File: src/rtl/uart_ctrl_pkg.sv
// Shared types and sizing helpers for the UART transmit arbiter.
package uart_ctrl_pkg;

   typedef enum logic [1:0] {
      IDLE,
      LAUNCH,
      WAIT_DONE,
      GAP
   } arbState_t;

   localparam int DEFAULT_GAP_CLKS     = 217;
   localparam int DEFAULT_TIMEOUT_CLKS = 2400;

   // One counter serves both the gap and the timeout, so it is sized for the larger.
   function automatic int cntWidth(input int gapClks, input int timeoutClks);
      int maxClks;
      maxClks = (gapClks > timeoutClks) ? gapClks : timeoutClks;
      return (maxClks < 2) ? 1 : $clog2(maxClks);
   endfunction

endpackage

File: src/rtl/rr_picker.sv
// Round-robin search: first asserted request at or after the pointer, wrapping.
module rr_picker #(
   parameter int NUM_REQ = 2,
   parameter int IDX_W   = $clog2(NUM_REQ)
) (
   input  logic [NUM_REQ-1:0] reqVec_i,
   input  logic [IDX_W-1:0]   ptr_i,
   output logic [IDX_W-1:0]   winner_o,
   output logic               found_o
);

   localparam int SUM_W = IDX_W + 1;

   logic [SUM_W-1:0] idx;

   always_comb begin
      winner_o = '0;
      found_o  = 1'b0;
      idx      = '0;
      for (int i = 0; i < NUM_REQ; i++) begin
         idx = {1'b0, ptr_i} + SUM_W'(i);
         if (idx >= SUM_W'(NUM_REQ)) begin
            idx = idx - SUM_W'(NUM_REQ);
         end
         if (!found_o && reqVec_i[idx[IDX_W-1:0]]) begin
            found_o  = 1'b1;
            winner_o = idx[IDX_W-1:0];
         end
      end
   end

endmodule

File: src/rtl/uart_tx_arbiter.sv
// Shares one UART transmitter between NUM_REQ byte requesters with round-robin
// fairness, an inter-frame gap and a sticky done-timeout flag.
module uart_tx_arbiter
   import uart_ctrl_pkg::*;
#(
   parameter int NUM_REQ      = 2,
   parameter int GAP_CLKS     = DEFAULT_GAP_CLKS,
   parameter int TIMEOUT_CLKS = DEFAULT_TIMEOUT_CLKS
) (
   input  logic                       i_Clk,
   input  logic                       i_Rst,
   input  logic [NUM_REQ-1:0]         i_Req_DV,
   input  logic [NUM_REQ*8-1:0]       i_Req_Byte,
   output logic [NUM_REQ-1:0]         o_Req_Ack,
   output logic                       o_TX_DV,
   output logic [7:0]                 o_TX_Byte,
   input  logic                       i_TX_Active,
   input  logic                       i_TX_Done,
   output logic                       o_Busy,
   output logic [$clog2(NUM_REQ)-1:0] o_Grant_Idx,
   output logic                       o_Timeout
);

   localparam int IDX_W = $clog2(NUM_REQ);
   localparam int CNT_W = cntWidth(GAP_CLKS, TIMEOUT_CLKS);

   arbState_t          state_q;
   logic [IDX_W-1:0]   ptr_q;
   logic [CNT_W-1:0]   cnt_q;
   logic [CNT_W-1:0]   cntInc_d;
   logic [NUM_REQ-1:0] reqAck_q;
   logic               txDv_q;
   logic [7:0]         txByte_q;
   logic [IDX_W-1:0]   grantIdx_q;
   logic               timeout_q;

   logic [IDX_W-1:0]   winner;
   logic               found;
   logic [IDX_W-1:0]   nextPtr_d;

   rr_picker #(
      .NUM_REQ (NUM_REQ),
      .IDX_W   (IDX_W)
   ) u_picker (
      .reqVec_i (i_Req_DV),
      .ptr_i    (ptr_q),
      .winner_o (winner),
      .found_o  (found)
   );

   assign nextPtr_d = (winner == IDX_W'(NUM_REQ - 1)) ? '0 : winner + IDX_W'(1);
   assign cntInc_d  = (cnt_q == '1) ? cnt_q : cnt_q + CNT_W'(1);

   // Counter holds cycles since launch in LAUNCH/WAIT_DONE, cycles spent in GAP otherwise.
   always_ff @(posedge i_Clk) begin
      if (i_Rst) begin
         state_q    <= IDLE;
         ptr_q      <= '0;
         cnt_q      <= '0;
         reqAck_q   <= '0;
         txDv_q     <= 1'b0;
         txByte_q   <= '0;
         grantIdx_q <= '0;
         timeout_q  <= 1'b0;
      end else begin
         txDv_q   <= 1'b0;
         reqAck_q <= '0;
         case (state_q)
            IDLE: begin
               if (found && !i_TX_Active) begin
                  state_q    <= LAUNCH;
                  txDv_q     <= 1'b1;
                  reqAck_q   <= NUM_REQ'(1) << winner;
                  txByte_q   <= i_Req_Byte[winner*8 +: 8];
                  grantIdx_q <= winner;
                  ptr_q      <= nextPtr_d;
                  cnt_q      <= '0;
               end
            end
            LAUNCH: begin
               state_q <= WAIT_DONE;
               cnt_q   <= cntInc_d;
            end
            WAIT_DONE: begin
               if (i_TX_Done || (cnt_q == CNT_W'(TIMEOUT_CLKS - 1))) begin
                  if (!i_TX_Done) begin
                     timeout_q <= 1'b1;
                  end
                  cnt_q   <= '0;
                  state_q <= (GAP_CLKS == 0) ? IDLE : GAP;
               end else begin
                  cnt_q <= cntInc_d;
               end
            end
            GAP: begin
               if (cnt_q == CNT_W'(GAP_CLKS - 1)) begin
                  state_q <= IDLE;
                  cnt_q   <= '0;
               end else begin
                  cnt_q <= cntInc_d;
               end
            end
            default: state_q <= IDLE;
         endcase
      end
   end

   assign o_Req_Ack   = reqAck_q;
   assign o_TX_DV     = txDv_q;
   assign o_TX_Byte   = txByte_q;
   assign o_Busy      = (state_q != IDLE);
   assign o_Grant_Idx = grantIdx_q;
   assign o_Timeout   = timeout_q;

endmodule

File: config.mk
export PLATFORM = sky130hd
export DESIGN_NAME = uart_tx_arbiter
export DESIGN_NICKNAME = d
export VERILOG_FILES = /design/src/rtl/uart_ctrl_pkg.sv /design/src/rtl/rr_picker.sv /design/src/rtl/uart_tx_arbiter.sv
export SDC_FILE = /design/constraint.sdc
export NUM_CORES = 1
export LEC_CHECK = 0
export CORE_MARGIN = 2
export CORE_UTILIZATION = 49
export DETAILED_ROUTE_END_ITERATION = 10
export PLACE_DENSITY = 0.79
export SKIP_CTS_REPAIR_TIMING = 1
export SLEW_MARGIN = 40
export SYNTH_ARGS = -nofsm -noshare
export SYNTH_HDL_FRONTEND = slang
export SYNTH_SLANG_ARGS = --single-unit
File: constraint.sdc
create_clock -name i_Clk -period 2.14 [get_ports i_Clk]
set_input_delay 0.535 -clock i_Clk [delete_from_list [all_inputs] [get_ports i_Clk]]
set_output_delay 0.535 -clock i_Clk [all_outputs]
set_load 0.02 [all_outputs]
# Word-level counts from Yosys, hierarchy flattened
# Cells that the tools add are included.
op_classes:
  addsub: 5
  reduce_logical: 12
  n_eq_ne: 9
  shift: 2
  n_bitwise: 3
  n_lt_le_gt_ge: 4
  mux: 21
ops:
  columns: ["cell", "n"]
  rows:
  - ["$mux 12", 4]
  - ["$pmux 12 s4", 1]
  - ["$eq 12x12->1 const B", 2]
  - ["$shiftx 16x5->8", 1]
  - ["$add 12x1->12 const B", 1]
  - ["$eq 12x8->1 const B", 1]
  - ["$mux 1", 12]
  - ["$pmux 2 s4", 1]
  - ["$mux 2", 3]
  - ["$ne 2x2->1 const B", 3]
  - ["$reduce_and 3->1", 2]
  - ["$eq 2x2->1 const B", 2]
  - ["$lt 1x2->1 const B", 2]
  - ["$not 1->1", 3]
  - ["$reduce_or 3->1", 1]
  - ["$add 1x1->2 const B", 1]
  - ["$eq 2x1->1 const B", 1]
  - ["$ge 1x2->1 const B", 1]
  - ["$ge 2x2->1 const B", 1]
  - ["$logic_and 1x1->1", 2]
  - ["$logic_not 1->1", 2]
  - ["$logic_not 2->1", 1]
  - ["$reduce_and 2->1", 1]
  - ["$reduce_bool 2->1", 1]
  - ["5 further kinds", 6]
totals:
  word_cells: 64
  register_bits: 28
  out_inout_bits: 14
  input_bits: 22

# Depth between registers and ports, before layout
depth:
  depth_word: 11
  ltp_mapped: 8

# Cells and area by module
# From an unflattened synthesis, not the netlist that was laid out.
hier_totals:
  hier_cells: 180
  hier_area_um2: 1540.2
by_module_without_submodules:
  columns: ["module", "n_inst", "cells_per_inst", "area_each_um2"]
  rows:
  - ["uart_tx_arbiter", 1, 177, 1522.7]
  - ["rr_picker", 1, 3, 17.5]

# Worst setup path after synthesis
# Ideal clock, no wire load.
synth_timing:
  kind: "flip-flop to flip-flop"
  startpoint: "register cnt_q[0]"
  endpoint: "register cnt_q[10]"
  arrival_ns: 1.771
  slack_ns: 0.300
  t_required_ns: 2.070
  stages_incl_launch_ff: 9
  cell_sequence: "dfxtp_1 -> inv_1 -> ha_1 -> nor4bb_1 -> a41oi_2 -> a211o_1 -> buf_6 -> or4b_1 -> a21oi_1"
synth_between:
  elab_chain_cells: 4
  word_cells_on_any_way: 9
  classes_between: "add/sub: 1; eq/ne: 3; mux: 4; reduce/logical: 1"
synth_lines:
  columns: ["element", "line", "rtl"]
  rows:
  - ["start, declared", "uart_tx_arbiter.sv:29", "logic [CNT_W-1:0] cnt_q;"]
  - ["start signal, assigned", "uart_tx_arbiter.sv:82", "cnt_q <= cntInc_d;"]
  - ["start signal, assigned", "uart_tx_arbiter.sv:92", "cnt_q <= cntInc_d;"]
  - ["start signal, assigned", "uart_tx_arbiter.sv:100", "cnt_q <= cntInc_d;"]
  - ["$add 12x1->12, or another cell as far along", "uart_tx_arbiter.sv:52", "assign cntInc_d = (cnt_q == '1) ? cnt_q : cnt_q + CNT_W'(1);"]
  - ["$mux 12 / $logic_or 1x1->1 (equally long branches)", "uart_tx_arbiter.sv:52, uart_tx_arbiter.sv:85", null]
  - ["$mux 12 (on tied branches)", "uart_tx_arbiter.sv:96, uart_tx_arbiter.sv:85", null]
  - ["$pmux 12 s4 (*)", "uart_tx_arbiter.sv:68", "case (state_q)"]
# Mark *: on every way between the ends. The rest lies on a longest branch, timed or not.
# A chain may end at the register's enable or synchronous reset.

# Final worst setup path
layout_timing:
  startpoint: "register cnt_q[1]"
  endpoint: "register cnt_q[8]"
# Same word-level chain as after synthesis.

==> results.json <==
{
  "outcome": "complete, no violations",
  "insertion_delay_ps": 330,
  "grt_usage": 0.228,
  "synth_edf_count": 0,
  "cts.clk_slew.worst_paths_ps": 150,
  "fmax_ghz": 0.509,
  "tightest_slew_ps": 616,
  "hp-class": "flip-flop to flip-flop",
  "p_total_mw": 1.83,
  "cp_max_fo": 9,
  "core_area_sq_mm": 0.00281,
  "wl_per_cell_um": 14.6,
  "slowest_delay_ps": 390,
  "fp.dieW_um": 59.0,
  "drv_cap": 0,
  "cp_cell_sequence": "inv_1 > ha_1 > nor4bb_2 > a41oi_2 > a211o_1 > buf_4 > a41oi_1 > a21oi_1",
  "first_iter_violations": 75,
  "grt_pass1_wl_um": 6090,
  "drive_above_1_share": 0.110,
  "yosysWarnings": 0,
  "power.share.switching": 0.394,
  "ys_seq_elements": 28,
  "diodes": 0,
  "cts_buffer_depth": 2,
  "period_minus_slack_ps": 1960,
  "pwr-share-comb": 0.491,
  "drv_slew": 0,
  "synthArstFlopShare": 0,
  "critPathTopFamily": "compound AO/OA/AOI/OAI gates",
  "ioPinCount": 36,
  "synth_area_leaders": "dfxtp_1 (38%), nor2_1 (7.1%), mux2i_1 (6.7%), ha_1 (5.9%), a211oi_1 (5.1%)",
  "p_int_mw": 1.11,
  "cp.arrival_ps": 2190,
  "area_growth_pct": 31.1,
  "antenna_found_initial": 0,
  "synth.distinct_cells": 42,
  "p_switching_mw": 0.720,
  "io_buffers": 35,
  "vias_per_cell": 5.74,
  "clock-sinks": 28,
  "numCtsBuffers": 3,
  "final_net_count": 240,
  "finalWirelength_um": 3520,
  "yosysSeqAreaShare": 0.378,
  "initial_utilization": 0.529,
  "drc": 0,
  "final_hold_viol_count": 0,
  "setup_viol": 0,
  "ant_nets": 0,
  "netlist_area_sq_mm": 0.00148,
  "synth_top_cell_by_area": "dfxtp_1",
  "setup_tns_ps": 0,
  "worst-path-buf-inv": 2,
  "die-height_um": 59.0,
  "drtPass1Iterations": 5,
  "overflow": 0,
  "clock-root-buffer": "clkbuf_4",
  "finalClockSkew_ps": 3.09,
  "cts_max_level": 1,
  "grt_max_degree": 20,
  "slew_headroom": 0.584,
  "num_rows": 19,
  "cpMaxStageDelayCell": "dfxtp_1",
  "fin_crit_sh": 0.918,
  "p_seq_frac": 0.366,
  "dieArea_sq_mm": 0.00348,
  "grt_pass1_vias": 1381,
  "leakage_nw": 0.759,
  "synth_cells": 169,
  "rsz0062_at_grt": "false",
  "place_hpwl_um": 2750,
  "synthTopCellsByCount": "dfxtp_1 (28), nor2_1 (28), a211oi_1 (10), mux2i_1 (10), nand3_1 (9)",
  "syn-num-nets": 198,
  "worst_setup_path_start_kind": "flip-flop",
  "synth_area_per_cell_sq_um": 8.78,
  "place_congestion": 0.941,
  "powerDensity_mw_per_mm2": 938,
  "power_frac_clock": 0.142,
  "ir_drop_v": 0.000516,
  "num_vias": 1384,
  "yosys.area.top_type_share": 0.378,
  "cts_tree": "yes",
  "cp.required_ps": 2370,
  "synthFlopType": "dfxtp_1",
  "crit_type": "flip-flop to flip-flop",
  "end_kind": "flip-flop"
}
[sequential cells by signal, indices dropped and copies added (netlist names)]
| signal | cells |
|---|---|
| ptr_q | 1 |
| o_Req_Ack | 2 |
| o_Grant_Idx | 1 |
| state_q | 2 |
| o_TX_Byte | 8 |
| o_Timeout | 1 |
| o_TX_DV | 1 |
| cnt_q | 12 |
[final timing paths]
kind | depth (start not counted) | slack [ps] | to | from
worst max-delay path | 8 | 180 | cnt_q[8] | cnt_q[1]
worst min-delay path | 2 | 500 | o_Timeout | o_Timeout
worst max register to register | 8 | 180 | cnt_q[8] | cnt_q[1]
worst min register to register | 2 | 500 | o_Timeout | o_Timeout
[metal layers]
| layer | up-vias | wire (um) | GRT usage |
|---|---|---|---|
| met2 | 48 | 1710 | 0.392 |
| li1 | 691 | - | - |
| met4 | 0 | 87 | 0.104 |
| met1 | 634 | 1470 | 0.268 |
| met5 | - | 0 | 0 |
| met3 | 11 | 248 | 0.0546 |
[cells in the final DEF (no fill, tap or decap), types with 7 or more instances in the layout]
cell	instances
a211oi_1	10
buf_4	8
clkdlybuf4s50_1	34
dfxtp_1	28
ha_1	7
inv_1	8
mux2i_1	10
nand2_1	7
nand3_1	9
nor2_1	28
[worst reg2reg max path: cells and delay by family (launching register included)]
family | cells | cell delay (ps)
AOI/OAI and AO/OA | 4 | 740
buffers and inverters | 2 | 260
and+or+nand+nor | 1 | 340
DFF | 1 | 390
adders and majority gates | 1 | 140
[through the flow]
step / utilization / area (sq um) / hold WS, ps / setup WS, ps / cells
finish: 0.694 / 1950 / 497 / 176 / 241
global route: 0.694 / 1950 / 547 / 22.0 / 241
CTS: 0.690 / 1940 / 499 / -220 / 241
detailed placement: 0.678 / 1900 / 466 / -60.2 / 237
global placement: 0.678 / 1900 / 450 / 21.7 / 237
floorplan: - / 1480 / 473 / 300 / 169
[logic make-up (layout without fill, tap and decap cells)]
family	Yosys count	in the layout	synth area share
XOR/XNOR	4	4	0.0236
AO/OA/AOI/OAI	34	34	0.163
flip-flops	28	28	0.378
adder cells (fa/ha/maj)	7	7	0.0590
buffers and inverters	14	55	0.0422
AND/OR/NAND/NOR	72	72	0.267
multiplexers	10	10	0.0675
[power groups by stage]
stage | clock network [mW] | logic [mW] | registers (mW)
after floorplan | 0 | 0.515 | 0.726
after global placement | 0 | 0.857 | 0.671
after detailed placement | 0 | 0.885 | 0.681
after CTS | 0.269 | 0.894 | 0.670
after global routing | 0.297 | 0.966 | 0.684
final | 0.260 | 0.897 | 0.669
[area by class of cell]
cell class / count / area [sq um]
multi-input cells: 127 / 867
fillers: 227 / 860
clock buffers: 4 / 36.3
inverters: 8 / 30.0
repair buffers: 43 / 413
flip-flops and latches: 28 / 561
well taps: 31 / 38.8
Power figures use the tool's default switching activity.
